File: src/rtl/seg7_display_ctrl.sv
// seg7_display_ctrl
//   Takes an unsigned binary value over a valid/ready handshake. The value is
//   converted to BCD serially with double-dabble, one bit per cycle. One shared
//   BCD-to-seven-segment decoder then fills a shadow register per digit, and a
//   single COMMIT cycle copies every shadow digit to the display at once. The
//   display never shows a partially updated value.
//
//   Optional build macro: SEG7_LAMP_TEST_EN adds the lamp_test input. While it
//   is high, every segment is forced on.
//
// Ports
//   clk         system clock, rising edge
//   reset_n     asynchronous active-low reset
//   load_valid  requester presents load_value / blank_lz
//   load_ready  block is idle and accepts a value this cycle
//   load_value  unsigned binary value to display
//   blank_lz    leading-zero blanking enable, captured at the handshake
//   lamp_test   (SEG7_LAMP_TEST_EN only) force every segment lit
//   hex         digit d on hex[7d+6:7d], bit6=g .. bit0=a, active-low
//   busy        conversion / decode / commit in progress
//   overflow    last accepted value exceeded 10^NUM_DIGITS-1
//
// state   | meaning
// --------+-------------------------------------------------------------
// IDLE    | waiting for a handshake, load_ready high
// CONVERT | double-dabble, BIN_W cycles, one binary bit per cycle
// DECODE  | NUM_DIGITS cycles, one digit through the shared decoder
// COMMIT  | shadow registers copied to hex in one cycle
module seg7_display_ctrl #(
    parameter int NUM_DIGITS = 6,
    parameter int BIN_W      = 20
) (
    input  logic                    clk,
    input  logic                    reset_n,
    input  logic                    load_valid,
    output logic                    load_ready,
    input  logic [BIN_W-1:0]        load_value,
    input  logic                    blank_lz,
`ifdef SEG7_LAMP_TEST_EN
    input  logic                    lamp_test,
`endif
    output logic [NUM_DIGITS*7-1:0] hex,
    output logic                    busy,
    output logic                    overflow
);

    function automatic longint unsigned pow10(input int n);
        longint unsigned r;
        r = 1;
        for (int i = 0; i < n; i++) r = r * 10;
        return r;
    endfunction

    localparam int              BCD_W    = 4 * NUM_DIGITS;
    localparam int              CW       = (BIN_W > 1) ? $clog2(BIN_W) : 1;
    localparam int              DW       = (NUM_DIGITS > 1) ? $clog2(NUM_DIGITS) : 1;
    localparam logic [BIN_W-1:0] MAX_VAL = BIN_W'(pow10(NUM_DIGITS) - 64'd1);
    localparam logic [CW-1:0]   BIT_LAST = CW'(BIN_W - 1);
    localparam logic [DW-1:0]   DIG_LAST = DW'(NUM_DIGITS - 1);
    localparam logic [6:0]      SEG_BLANK = 7'b1111111;
    localparam logic [6:0]      SEG_DASH  = 7'b0111111;

    typedef enum logic [1:0] {S_IDLE, S_CONVERT, S_DECODE, S_COMMIT} state_t;

    state_t                          state, state_nxt;
    logic [BIN_W-1:0]                bin_sr;
    logic [BCD_W-1:0]                bcd, bcd_adj;
    logic [CW-1:0]                   bit_cnt;
    logic [DW-1:0]                   dig_cnt;
    logic                            blank_r;
    logic                            ovf_r;
    logic [NUM_DIGITS-1:0][6:0]      shadow;
    logic [NUM_DIGITS*7-1:0]         hex_r;
    logic                            xfer;
    logic                            val_ovf;
    logic [3:0]                      nib_sel;
    logic                            upper_zero;
    logic [6:0]                      seg_sel;

    function automatic logic [6:0] bcd_to_seg(input logic [3:0] n);
        case (n)
            4'd0:    return 7'b1000000;
            4'd1:    return 7'b1111001;
            4'd2:    return 7'b0100100;
            4'd3:    return 7'b0110000;
            4'd4:    return 7'b0011001;
            4'd5:    return 7'b0010010;
            4'd6:    return 7'b0000010;
            4'd7:    return 7'b1111000;
            4'd8:    return 7'b0000000;
            4'd9:    return 7'b0010000;
            default: return SEG_BLANK;
        endcase
    endfunction

    assign xfer    = load_valid && load_ready;
    assign val_ovf = (load_value > MAX_VAL);

    // State register
    always_ff @(posedge clk or negedge reset_n) begin
        if (!reset_n) state <= S_IDLE;
        else          state <= state_nxt;
    end

    // Next-state logic
    always_comb begin
        state_nxt = state;
        case (state)
            S_IDLE:    if (load_valid) state_nxt = val_ovf ? S_DECODE : S_CONVERT;
            S_CONVERT: if (bit_cnt == BIT_LAST) state_nxt = S_DECODE;
            S_DECODE:  if (dig_cnt == DIG_LAST) state_nxt = S_COMMIT;
            S_COMMIT:  state_nxt = S_IDLE;
            default:   state_nxt = S_IDLE;
        endcase
    end

    // FSM outputs
    always_comb begin
        load_ready = (state == S_IDLE);
        busy       = (state != S_IDLE);
    end

    // Double-dabble correction step. Each nibble >= 5 gets +3 before the shift.
    always_comb begin
        bcd_adj = bcd;
        for (int d = 0; d < NUM_DIGITS; d++) begin
            if (bcd[4*d +: 4] >= 4'd5) bcd_adj[4*d +: 4] = bcd[4*d +: 4] + 4'd3;
        end
    end

    // Shared decoder. A digit is a leading zero when it and every digit
    // above it are zero. Digit 0 is exempt, so a value of 0 still shows "0".
    always_comb begin
        nib_sel    = bcd[{dig_cnt, 2'b00} +: 4];
        upper_zero = ((bcd >> {dig_cnt, 2'b00}) == '0);
        if (ovf_r)
            seg_sel = SEG_DASH;
        else if (blank_r && (dig_cnt != '0) && upper_zero)
            seg_sel = SEG_BLANK;
        else
            seg_sel = bcd_to_seg(nib_sel);
    end

    always_ff @(posedge clk or negedge reset_n) begin
        if (!reset_n) begin
            bin_sr  <= '0;
            bcd     <= '0;
            bit_cnt <= '0;
            dig_cnt <= '0;
            blank_r <= 1'b0;
            ovf_r   <= 1'b0;
            shadow  <= '1;
            hex_r   <= '1;
        end else begin
            case (state)
                S_IDLE: begin
                    if (xfer) begin
                        bin_sr  <= load_value;
                        bcd     <= '0;
                        blank_r <= blank_lz;
                        ovf_r   <= val_ovf;
                        bit_cnt <= '0;
                        dig_cnt <= '0;
                    end
                end
                S_CONVERT: begin
                    bcd     <= {bcd_adj[BCD_W-2:0], bin_sr[BIN_W-1]};
                    bin_sr  <= bin_sr << 1;
                    bit_cnt <= bit_cnt + CW'(1);
                end
                S_DECODE: begin
                    shadow[dig_cnt] <= seg_sel;
                    dig_cnt         <= dig_cnt + DW'(1);
                end
                S_COMMIT: hex_r <= shadow;
                default: ;
            endcase
        end
    end

    assign overflow = ovf_r;

`ifdef SEG7_LAMP_TEST_EN
    assign hex = lamp_test ? '0 : hex_r;
`else
    assign hex = hex_r;
`endif

endmodule

File: config.mk
export PLATFORM = sky130hd
export DESIGN_NAME = seg7_display_ctrl
export DESIGN_NICKNAME = d
export VERILOG_FILES = /design/src/rtl/seg7_display_ctrl.sv
export SDC_FILE = /design/constraint.sdc
export NUM_CORES = 1
export LEC_CHECK = 0
export CORE_MARGIN = 3
export CORE_UTILIZATION = 40
export CTS_BUF_LIST = sky130_fd_sc_hd__clkbuf_4
export DETAILED_ROUTE_END_ITERATION = 8
export GPL_ROUTABILITY_DRIVEN = 0
export GPL_TIMING_DRIVEN = 0
export PLACE_DENSITY = 0.62
export SYNTH_ARGS = -nofsm -noshare
export SYNTH_HDL_FRONTEND = slang
export SYNTH_SLANG_ARGS = --single-unit
File: constraint.sdc
create_clock -name clk -period 3.22 [get_ports clk]
set_input_delay 0.805 -clock clk [delete_from_list [all_inputs] [get_ports clk]]
set_output_delay 0.805 -clock clk [all_outputs]
set_load 0.005 [all_outputs]
==> results of run 1 <==
-- state kept, by name, indices dropped and copies added (netlist names) --
register	count
dig_cnt	3
overflow	1
hex	42
shadow	42
blank_r	1
bcd	24
state	2
bin_sr	20
bit_cnt	5
-- cell families (layout without fill, tap and decap cells) --
kind of cell / count (synthesis) / count (layout) / share of synthesized area
AOI/OAI and AO/OA: 172 / 172 / 0.158
and+or+nand+nor: 159 / 159 / 0.116
DFF: 140 / 140 / 0.529
buffers and inverters: 63 / 164 / 0.0398
muxes: 60 / 60 / 0.0982
adders and majority gates: 25 / 25 / 0.0459
xor gates and xnor gates: 10 / 10 / 0.0128
-- metrics by stage --
stage / setup WS [ns] / instances / utilization / cell area [um^2] / TNS [ns]
floorplan: 0.576 / 629 / - / 6820 / 0
global placement: -3.95 / 916 / 0.467 / 7760 / -411.60
detailed placement: -0.120 / 917 / 0.468 / 7790 / -0.705
CTS: 0.0429 / 948 / 0.485 / 8080 / 0
global route: 0.0603 / 950 / 0.486 / 8090 / 0
finish: 0.223 / 950 / 0.486 / 8090 / 0
-- cells in the final DEF (no fill, tap or decap), types with 23 or more instances in the layout --
cell type,instances
dfstp_2,84
o22ai_1,27
o21ai_0,33
nand2_1,28
a21oi_1,45
mux2_2,50
a31oi_1,25
inv_1,23
clkdlybuf4s50_1,66
nor2_1,67
dfrtp_1,56
ha_1,25
clkbuf_1,31
-- layer usage --
metal  global-route usage  up-vias
met4               0.0549        0
met3               0.0364       25
met5                    0        -
met1                0.233     2638
li1                     -     2465
met2                0.285      131
-- power by group --
group	switching (mW)	total, mW	internal (mW)
registers	0.436	3.26	2.83
logic	1.70	3.30	1.60
clock network	0.728	1.14	0.409
-- how the worst max path moves through the flow --
stage / cells past startpoint / slack (ns) / to
floorplan: 11 / 0.58 / shadow[14]
global placement: 1 / -3.95 / bin_sr[8]
detailed placement: 11 / -0.12 / shadow[4]
CTS: 5 / 0.04 / busy
global route: 8 / 0.06 / bcd[4]
finish: 5 / 0.22 / busy
-- final cells by class --
type / instances / area share
Sequential cell: 140 / 0.446
Multi-Input combinational cell: 426 / 0.365
Timing Repair Buffer: 70 / 0.0883
Tap cell: 220 / 0.0340
Buffer: 38 / 0.0221
Clock inverter: 15 / 0.0184
Clock buffer: 17 / 0.0158
Inverter: 24 / 0.0111
-- repair_timing --
item                                    CTS  global route
pin swaps                                 0             1
resized for setup                         2             2
setup buffers                             0             2
cloned                                    0             0
hold endpoints to repair                  0             0
endpoints found under the setup margin   15            30
==> flow_summary.toml, run 1 <==
[timing]
achievable-frequency_mhz = 334
report.final.slew_viol_count = 0
report.final.setup_viol = 0
grt_setup_unrepaired = "no"
final.min_clock_period_ns = 3.00
final_hold_viol_count = 0
period_share = 0.931
finalHoldWorstSlack_ns = 0.211
worst_pin_slew_ns = 0.880
clock_skew_ns = 0.0186
slew-limit-headroom = 0.411

[logic_synthesis]
synthArstFlopShare = 1.00
synth_largest_area_cell = "dfstp_2"
synth_edf_count = 0
synth_top_cell_area_share = 0.324
ys_seq_elements = 140
netlist_instances = 629
ys_dominant_reg_cell = "dfstp_2"
yosys_warnings = 0
synth.most_common_cell = "dfstp_2"
avgSynthCellArea_um2 = 10.8
mapped_cell_area_um2 = 6820
synth_area_leaders = "dfstp_2 (32%), dfrtp_1 (21%), mux2_2 (8.3%), ha_1 (4.6%), nor2_1 (3.7%)"
post_synth_num_cell_types = 55
mappedNetlistNets = 678
synth_top_cells_by_count = "dfstp_2 (84), nor2_1 (67), dfrtp_1 (56)"
synth_sequential_area_ratio = 0.529

[setup_path]
critPathBufInv = 4
slowest_stage = "clkdlybuf4s50_1"
critical_path.startpoint_type = "flop"
cp_top_family = "buffers and inverters"
regToRegEndpoint = "bcd[4]"
max_stage_delay_ns = 0.46
worst_r2r_startpoint = "state[1]"
worst_ep_arrival_time_ns = 2.19
timing.critical_path.cells = "inv_1 > ha_1 > clkbuf_2 > inv_1 > clkdlybuf4s50_1"
crit_path_max_fanout = 10
timing.setup.critical_path_class = "flop to output port"
cp-startpoint = "state[0]"
crit_path_frequent_cell = "inv_1"
setup.reg_to_reg.worst_slack_ns = 0.29
worstPathRequired_ns = 2.41
worstSetupEndpointType = "output port"
reg2regPathDepth = 8

[detailed_routing]
detailroute.via_count = 5259
met2WireLength_um = 7690
met3RoutedLength_um = 671
residual_drc_count = 0
ant_nets = 0
finalWirelength_um = 15900
avgRoutedWirePerCell_um = 16.7
drt_pass1_iterations = 4
top_layer_used = "met4"
vias_per_cell = 5.54
drt_iter0_markers = 337
detail_route.wirelength.met1_um = 7240

[flow_run]
drv_cap = 0

[clock_network]
clk_path_buf_depth = 2
tritoncts.num_buffers = 17
cts_tree = "done"
ctsRootBufferMaster = "clkbuf_4"
h-tree-depth = 4
worst_setup_hold_path_clk_slew_ns = 0.14
hold_buffers = 0
source_to_sink_clock_delay_at_the_later_pin_of_the_worst_skew_pair_ns = 0.56
cts.sink_count = 140

[finish]
final_nets = 766
multiInputGateArea_um2 = 2950
nFillCells = 1480
post_route_cells_drive_above_1_share = 0.253
synthToLayoutAreaGrowth_pct = 18.7
insertedDiodeCount = 0
register_area_um2 = 3610

[grt]
track_usage = 0.174
grt_pass1_wl_um = 25700
first_global_vias = 5059
globalRouteOverflowTotal = 0
grt_max_degree = 82
grt_antenna_before_repair = 0

[power]
fin_total_pwr_mw = 7.70
leakage_nw = 3.22
p_per_area_nw_per_um2 = 951
max-vdd-ir-drop_mv = 0.343

[placed_design]
portBuffers = 67
post-dp-hpwl_um = 11500

[die]
core_area_um2 = 16600
num_rows = 47
boundaryPins = 69
fp.dieArea_um2 = 18700
die_extent_in_x_um = 137
floorplan.initialDensity = 0.410
chipHeight_um = 137

[outcome]
result_of_the_run = "finished clean"

[min_path]
min-delay-path-class = "input pin to async pin"
Power figures use the tool's default switching activity.
==> inputs of run 2 (changes only) <==
--- a/config.mk
+++ b/config.mk
@@ -9,7 +9,6 @@
 export CORE_UTILIZATION = 40
 export CTS_BUF_LIST = sky130_fd_sc_hd__clkbuf_4
 export DETAILED_ROUTE_END_ITERATION = 8
-export GPL_ROUTABILITY_DRIVEN = 0
 export GPL_TIMING_DRIVEN = 0
 export PLACE_DENSITY = 0.62
 export SYNTH_ARGS = -nofsm -noshare
==> results of run 2 <==
Same layout as run 1: the final DEF is identical, and so are final timing and power.
==> inputs of run 3 (changes only) <==
==> constraint.sdc (replaced) <==
create_clock -name clk -period 3.22 [get_ports clk]
set_input_delay 0.805 -clock clk [delete_from_list [all_inputs] [get_ports clk]]
set_output_delay 0.805 -clock clk [all_outputs]
set_load 0.01 [all_outputs]
==> results of run 3 <==
Same layout as run 1 (identical final DEF). Status: finished clean.
Among the figures that moved: setup slack after layout 0.223 ns -> 0.191 ns; total power 7.70 mW -> 7.81 mW; worst IR drop on VDD 0.343 mV -> 0.365 mV
==> RTL change 1, RTL diff (flow settings as in run 3) <==
Encoding of `state_t`: now one-hot (4 bits for 4 states).
--- a/src/rtl/seg7_display_ctrl.sv
+++ b/src/rtl/seg7_display_ctrl.sv
@@ -61,5 +61,5 @@
     localparam logic [6:0]      SEG_DASH  = 7'b0111111;
 
-    typedef enum logic [1:0] {S_IDLE, S_CONVERT, S_DECODE, S_COMMIT} state_t;
+    typedef enum logic [3:0] {S_IDLE = 4'b0001, S_CONVERT = 4'b0010, S_DECODE = 4'b0100, S_COMMIT = 4'b1000} state_t;
 
     state_t                          state, state_nxt;
Formal check against the unedited RTL: no difference found for any inputs over 10 cycles, from zero or initial values and one cycle with reset_n low; not proved beyond that.
==> RTL change 1 against run 3 <==
Final area is 1.2% lower; worst setup slack worse by 0.076 ns; sequential cell count is 2 higher; sequential share of layout area is 1.2 points higher; sequential power is 26% lower; wire length is 5.5% lower; synthesized area is 1.2% lower; utilization is 0.82 points higher; fmax is 2.4% lower; power is 31% lower; global-route usage is 0.14 points lower; clock skew is 0.0016 ns higher; largest power group is now sequential cells; highest routed layer unchanged.
==> RTL change 1: results (changes against run 3) <==
drt:
  via_per_inst: 5.31  # -4.1%
  vias: 4936  # -6.1%
  wl_met2_um: 7340  # -4.6%
  wl_met1_um: 7040  # -2.9%
  dr_wl_met3_um: 414  # -38%
  wl_per_cell_um: 16.1  # -3.4%
  drt_iter0_drc: 252  # -25%
synthesis:
  ys_seq_area_share_pct: 54.3  # +1.4 points
  synthTopCellsByCount: "dfstp_2, nor2_1, dfrtp_1"
  synth_nets: 657  # -3.1%
  ys_top_cells_by_area: "dfstp_2, dfrtp_1, mux2_2"
timing:
  worstMarginPinSlew_ns: 1.27  # +0.387 ns
  worst_hold_slack_ns: 0.477  # +0.266 ns
  fin_skew_ns: 0.0202  # +0.00165 ns
global_routing:
  use_met3_pct: 3.49  # -0.15 points
  grt_usage_pct: 17.3  # -0.14 points
  met1_usage_pct: 23.2  # -0.17 points
  grtUsageMet2_pct: 28.5  # +0.062 points
  grt_pass1_vias: 5051  # -0.16%
critical_path:
  r2r_slack_ns: 0.34  # +0.05 ns
  r2r-start: "dig_cnt[0]$_DFFE_PN0P_"
  slowest_stage: "dfstp_2"
  crit_path_max_incr_delay_ns: 0.58  # +0.09 ns
  timing.rr.end: "shadow[24]$_DFFE_PN1P_"
  crit_fanout: 5  # -5
place:
  dpl-instance-area_um2: 7720  # -1.0%
  gp_congestion: 0.820  # -7.9%
  port_buffers: 68  # +1.5%
  place_inst: 897  # -2.2%
  preCtsSetupSlack_ns: -0.214  # -0.0937 ns
  dp_hpwl_um: 10900  # -5.4%
run_status:
  status: "finished, final reports clean"
pwr:
  p_leak_nw: 3.22  # about the same
  p_sw_mw: 2.10  # -29%
  power_mw: 5.41  # -31%
  ir_worst_vdd_mv: 0.344  # -5.8%
  clock_power_share_pct: 17.8  # +3.2 points
layout:
  multiInputGateArea_um2: 2910  # -1.4%
  final_net_count: 746  # -2.6%
  n_fill_cell: 1496  # +1.1%
  drive_gt1_share_pct: 28.3  # +2.9 points
worst_hold_path:
  hold_path_class: "flop to flop"
clock_tree:
  clkTransAtPathRegs_ns: 0.12  # -0.02 ns
-- RTL change 1: changes by cell type after synthesis, moves of 5 or more --
cell	change
o22ai_1	-10
a21oi_1	-6
clkbuf_1	-17
nor2_1	+7
nand2_1	+7
buf_2	+8
a31oi_1	-22
nand3b_1	-15
mux2_2	+5
o21ai_1	+23
inv_1	-5
nand3_1	+25
o21ai_0	-19
-- RTL change 1: cell families after synthesis --
family / after synthesis / synth area share [%]
adder cells (fa/ha/maj): 21 / 3.90
multiplexers: 71 / 11.7
XOR/XNOR: 7 / 0.910
buffers and inverters: 48 / 2.95
AO/OA/AOI/OAI: 137 / 13.1
AND/OR/NAND/NOR: 186 / 13.2
flip-flops: 142 / 54.3
-- RTL change 1: worst max path at each step --
stage	slack, ns	end	startpoint	cells past startpoint
global route	0.03	load_ready	state[0]$_DFFE_PN1P_	3
detailed placement	-0.21	shadow[17]$_DFFE_PN1P_	dig_cnt[0]$_DFFE_PN0P_	11
finish	0.12	load_ready	state[0]$_DFFE_PN1P_	3
floorplan	0.66	shadow[21]$_DFFE_PN1P_	dig_cnt[0]$_DFFE_PN0P_	12
CTS	0.05	shadow[24]$_DFFE_PN1P_	dig_cnt[0]$_DFFE_PN0P_	13
global placement	-4.02	blank_r$_DFFE_PN0P_	reset_n	1
-- RTL change 1: what timing repair did --
action                                  CTS  global route
endpoints found under the setup margin   13            41
hold buffers                              0             0
hold endpoints to repair                  0             0
setup buffers                             3             0
resized for setup                         3             2
-- RTL change 1: area by class of cell --
class | instances | area share [%]
Buffer | 27 | 1.49
Inverter | 19 | 0.892
Clock buffer | 18 | 1.69
Multi-Input combinational cell | 422 | 36.4
Timing Repair Buffer | 72 | 9.31
Clock inverter | 14 | 1.13
Tap cell | 216 | 3.38
Sequential cell | 142 | 45.8
==> RTL change 2, RTL diff (config.mk and constraints of run 3) <==
Made on the original files. The parameter `BIN_W` goes from 20 to 30.
--- a/src/rtl/seg7_display_ctrl.sv
+++ b/src/rtl/seg7_display_ctrl.sv
@@ -29,5 +29,5 @@
 module seg7_display_ctrl #(
     parameter int NUM_DIGITS = 6,
-    parameter int BIN_W      = 20
+    parameter int BIN_W      = 30
 ) (
     input  logic                    clk,
Ports: changed (resized load_value); port bits go from 69 to 79. No check against the original RTL was run, so the function may have changed too.
==> RTL change 2 against run 3 <==
Combinational power rose by 4%; sequential share of layout area fell by 0.46 points; worst setup slack got worse by 0.0073 ns; synthesized cell count rose by 7.6%; sequential cell count rose by 10; first-iteration DRC count rose by 12%; final cell count rose by 6.6%; worst hold slack improved by 0.028 ns; synthesized area rose by 7.1%; count of clock-buffer cells in the layout rose by 2; critical path type unchanged; final area rose by 8.1%; largest cell class unchanged; wire length rose by 8.5%; utilization rose by 1.1 points; power rose by 5.9%.
==> RTL change 2: results (changes against run 3) <==
synthesis:
  ys_seq_area_share_pct: 52.9  # -0.064 points
  yosys_warnings: 0  # unchanged
  synth_nets: 737  # +8.7%
  synthTopCellsByCount: "dfstp_2, nand2_1, dfrtp_1"
  ys_top_cells_by_area: "dfstp_2, dfrtp_1, mux2_2"
  yosys.cell_types.count: 59  # +7.3%
global_routing:
  grt_usage_pct: 17.8  # +0.42 points
  grt_pass1_wl_um: 28900  # +12%
  grt_max_degree: 89  # +8.5%
  grt_pass1_vias: 5753  # +14%
drt:
  drt_iter0_drc: 376  # +12%
  wl_met2_um: 8230  # +6.9%
  dr_wl_met3_um: 768  # +14%
  wl_met1_um: 8000  # +10%
  wirelength_um: 17200  # +8.5%
  top_layer_used: "met4"
  via_per_inst: 5.54  # about the same
  first_pass_iters: 5  # +1
place:
  dpl-instance-area_um2: 8390  # +7.7%
  gp_congestion: 0.851  # -4.5%
  port_buffers: 78  # +16%
  dp_hpwl_um: 12500  # +8.1%
clock_tree:
  clk_path_buf_depth: 2  # unchanged
  cts_buffers: 17  # unchanged
  insertion_delay_ns: 0.55
  clkTransAtPathRegs_ns: 0.13
pwr:
  ir_worst_vdd_mv: 0.575  # +57%
  swShare_pct: 37.6  # -0.45 points
  p_leak_nw: 3.43  # +6.5%
critical_path:
  worstPathArrival_ns: 2.23
  crit_path_max_incr_delay_ns: 0.56  # +0.07 ns
  crit_fanout: 10  # unchanged
  slowest_stage: "clkdlybuf4s50_1"
  r2r_slack_ns: 0.23  # -0.06 ns
flow_run:
  cap_viol_max_count: 0  # unchanged
timing:
  fin_skew_ns: 0.0164  # -0.00218 ns
  worstMarginPinSlew_ns: 0.793  # -0.0870 ns
layout:
  n_fill_cell: 1569  # +6.0%
  final_net_count: 835  # +9.0%
  drive_gt1_share_pct: 24.0  # -1.4 points
  multiInputGateArea_um2: 3220  # +9.0%
run_status:
  status: "finished, final reports clean"
## RTL change 2: power groups by stage
stage	sequential, mW	combinational, mW	clock, mW
after floorplan	3.42	2.18	0
after global placement	3.41	3.44	0
after detailed placement	3.45	3.55	0
after CTS	3.41	3.56	1.35
after global routing	3.52	3.93	1.43
final	3.41	3.55	1.30
## RTL change 2: worst register-to-register path: cells and delay by family, from the launching register on
| kind | cells | cell delay (ns) |
|---|---|---|
| AND/OR/NAND/NOR | 4 | 0.79 |
| flip-flops | 1 | 0.42 |
| AO/OA/AOI/OAI | 3 | 0.85 |
| multiplexers | 1 | 0.27 |
| adder cells (fa/ha/maj) | 1 | 0.24 |
| buffers and inverters | 2 | 0.36 |
## RTL change 2: metrics by stage
stage | hold WS (ns) | std cells | setup WS (ns)
3_5_place_dp | 0.456 | 981 | -0.0315
5_1_grt | 0.220 | 1013 | 0.0382
3_3_place_gp | 0.452 | 980 | -4.33
2_1_floorplan | 0.442 | 677 | 0.617
6_report | 0.239 | 1013 | 0.184
4_1_cts | 0.206 | 1013 | 0.0386
## RTL change 2: what timing repair did
item                       4_1_cts  5_1_grt
gates cloned                     0        0
gates resized for setup          1        6
pin swaps                        0        0
setup endpoints to repair        7       13
hold buffers                     0        0
## RTL change 2: area by class of cell
type	count	share of cell area, %
Clock inverter	13	2.05
Timing Repair Buffer	79	9.26
Inverter	24	1.03
Tap cell	225	3.22
Sequential cell	150	44.1
Buffer	39	1.93
Clock buffer	19	1.63
Multi-Input combinational cell	464	36.8
## RTL change 2: final timing paths
check	cells after the start	end	start
setup reg to reg	11	shadow[17]$_DFFE_PN1P_	dig_cnt[0]$_DFFE_PN0P_
hold / removal	1	bcd[9]$_DFFE_PN0P_	reset_n
setup / recovery	5	busy	state[0]$_DFFE_PN0P_
min in group clk	2	shadow[26]$_DFFE_PN1P_	shadow[26]$_DFFE_PN1P_
hold reg to reg	2	shadow[26]$_DFFE_PN1P_	shadow[26]$_DFFE_PN1P_
max in group asynchronous	2	shadow[36]$_DFFE_PN1P_	reset_n
## RTL change 2: logic make-up (layout without fill, tap and decap cells)
group	count (synthesis)	after routing	synth area share, %
AOI/OAI and AO/OA	212	212	18.0
and+or+nand+nor	156	156	10.9
DFF	150	150	52.9
buffers and inverters	63	174	3.53
muxes	60	60	9.07
adders and majority gates	26	26	4.46
xor gates and xnor gates	10	10	1.20
## RTL change 2: layer usage
layer	global-route usage, %	up-vias
met5	0	-
met4	4.95	0
met3	4.41	19
met2	28.8	140
met1	24.0	2786
li1	-	2664
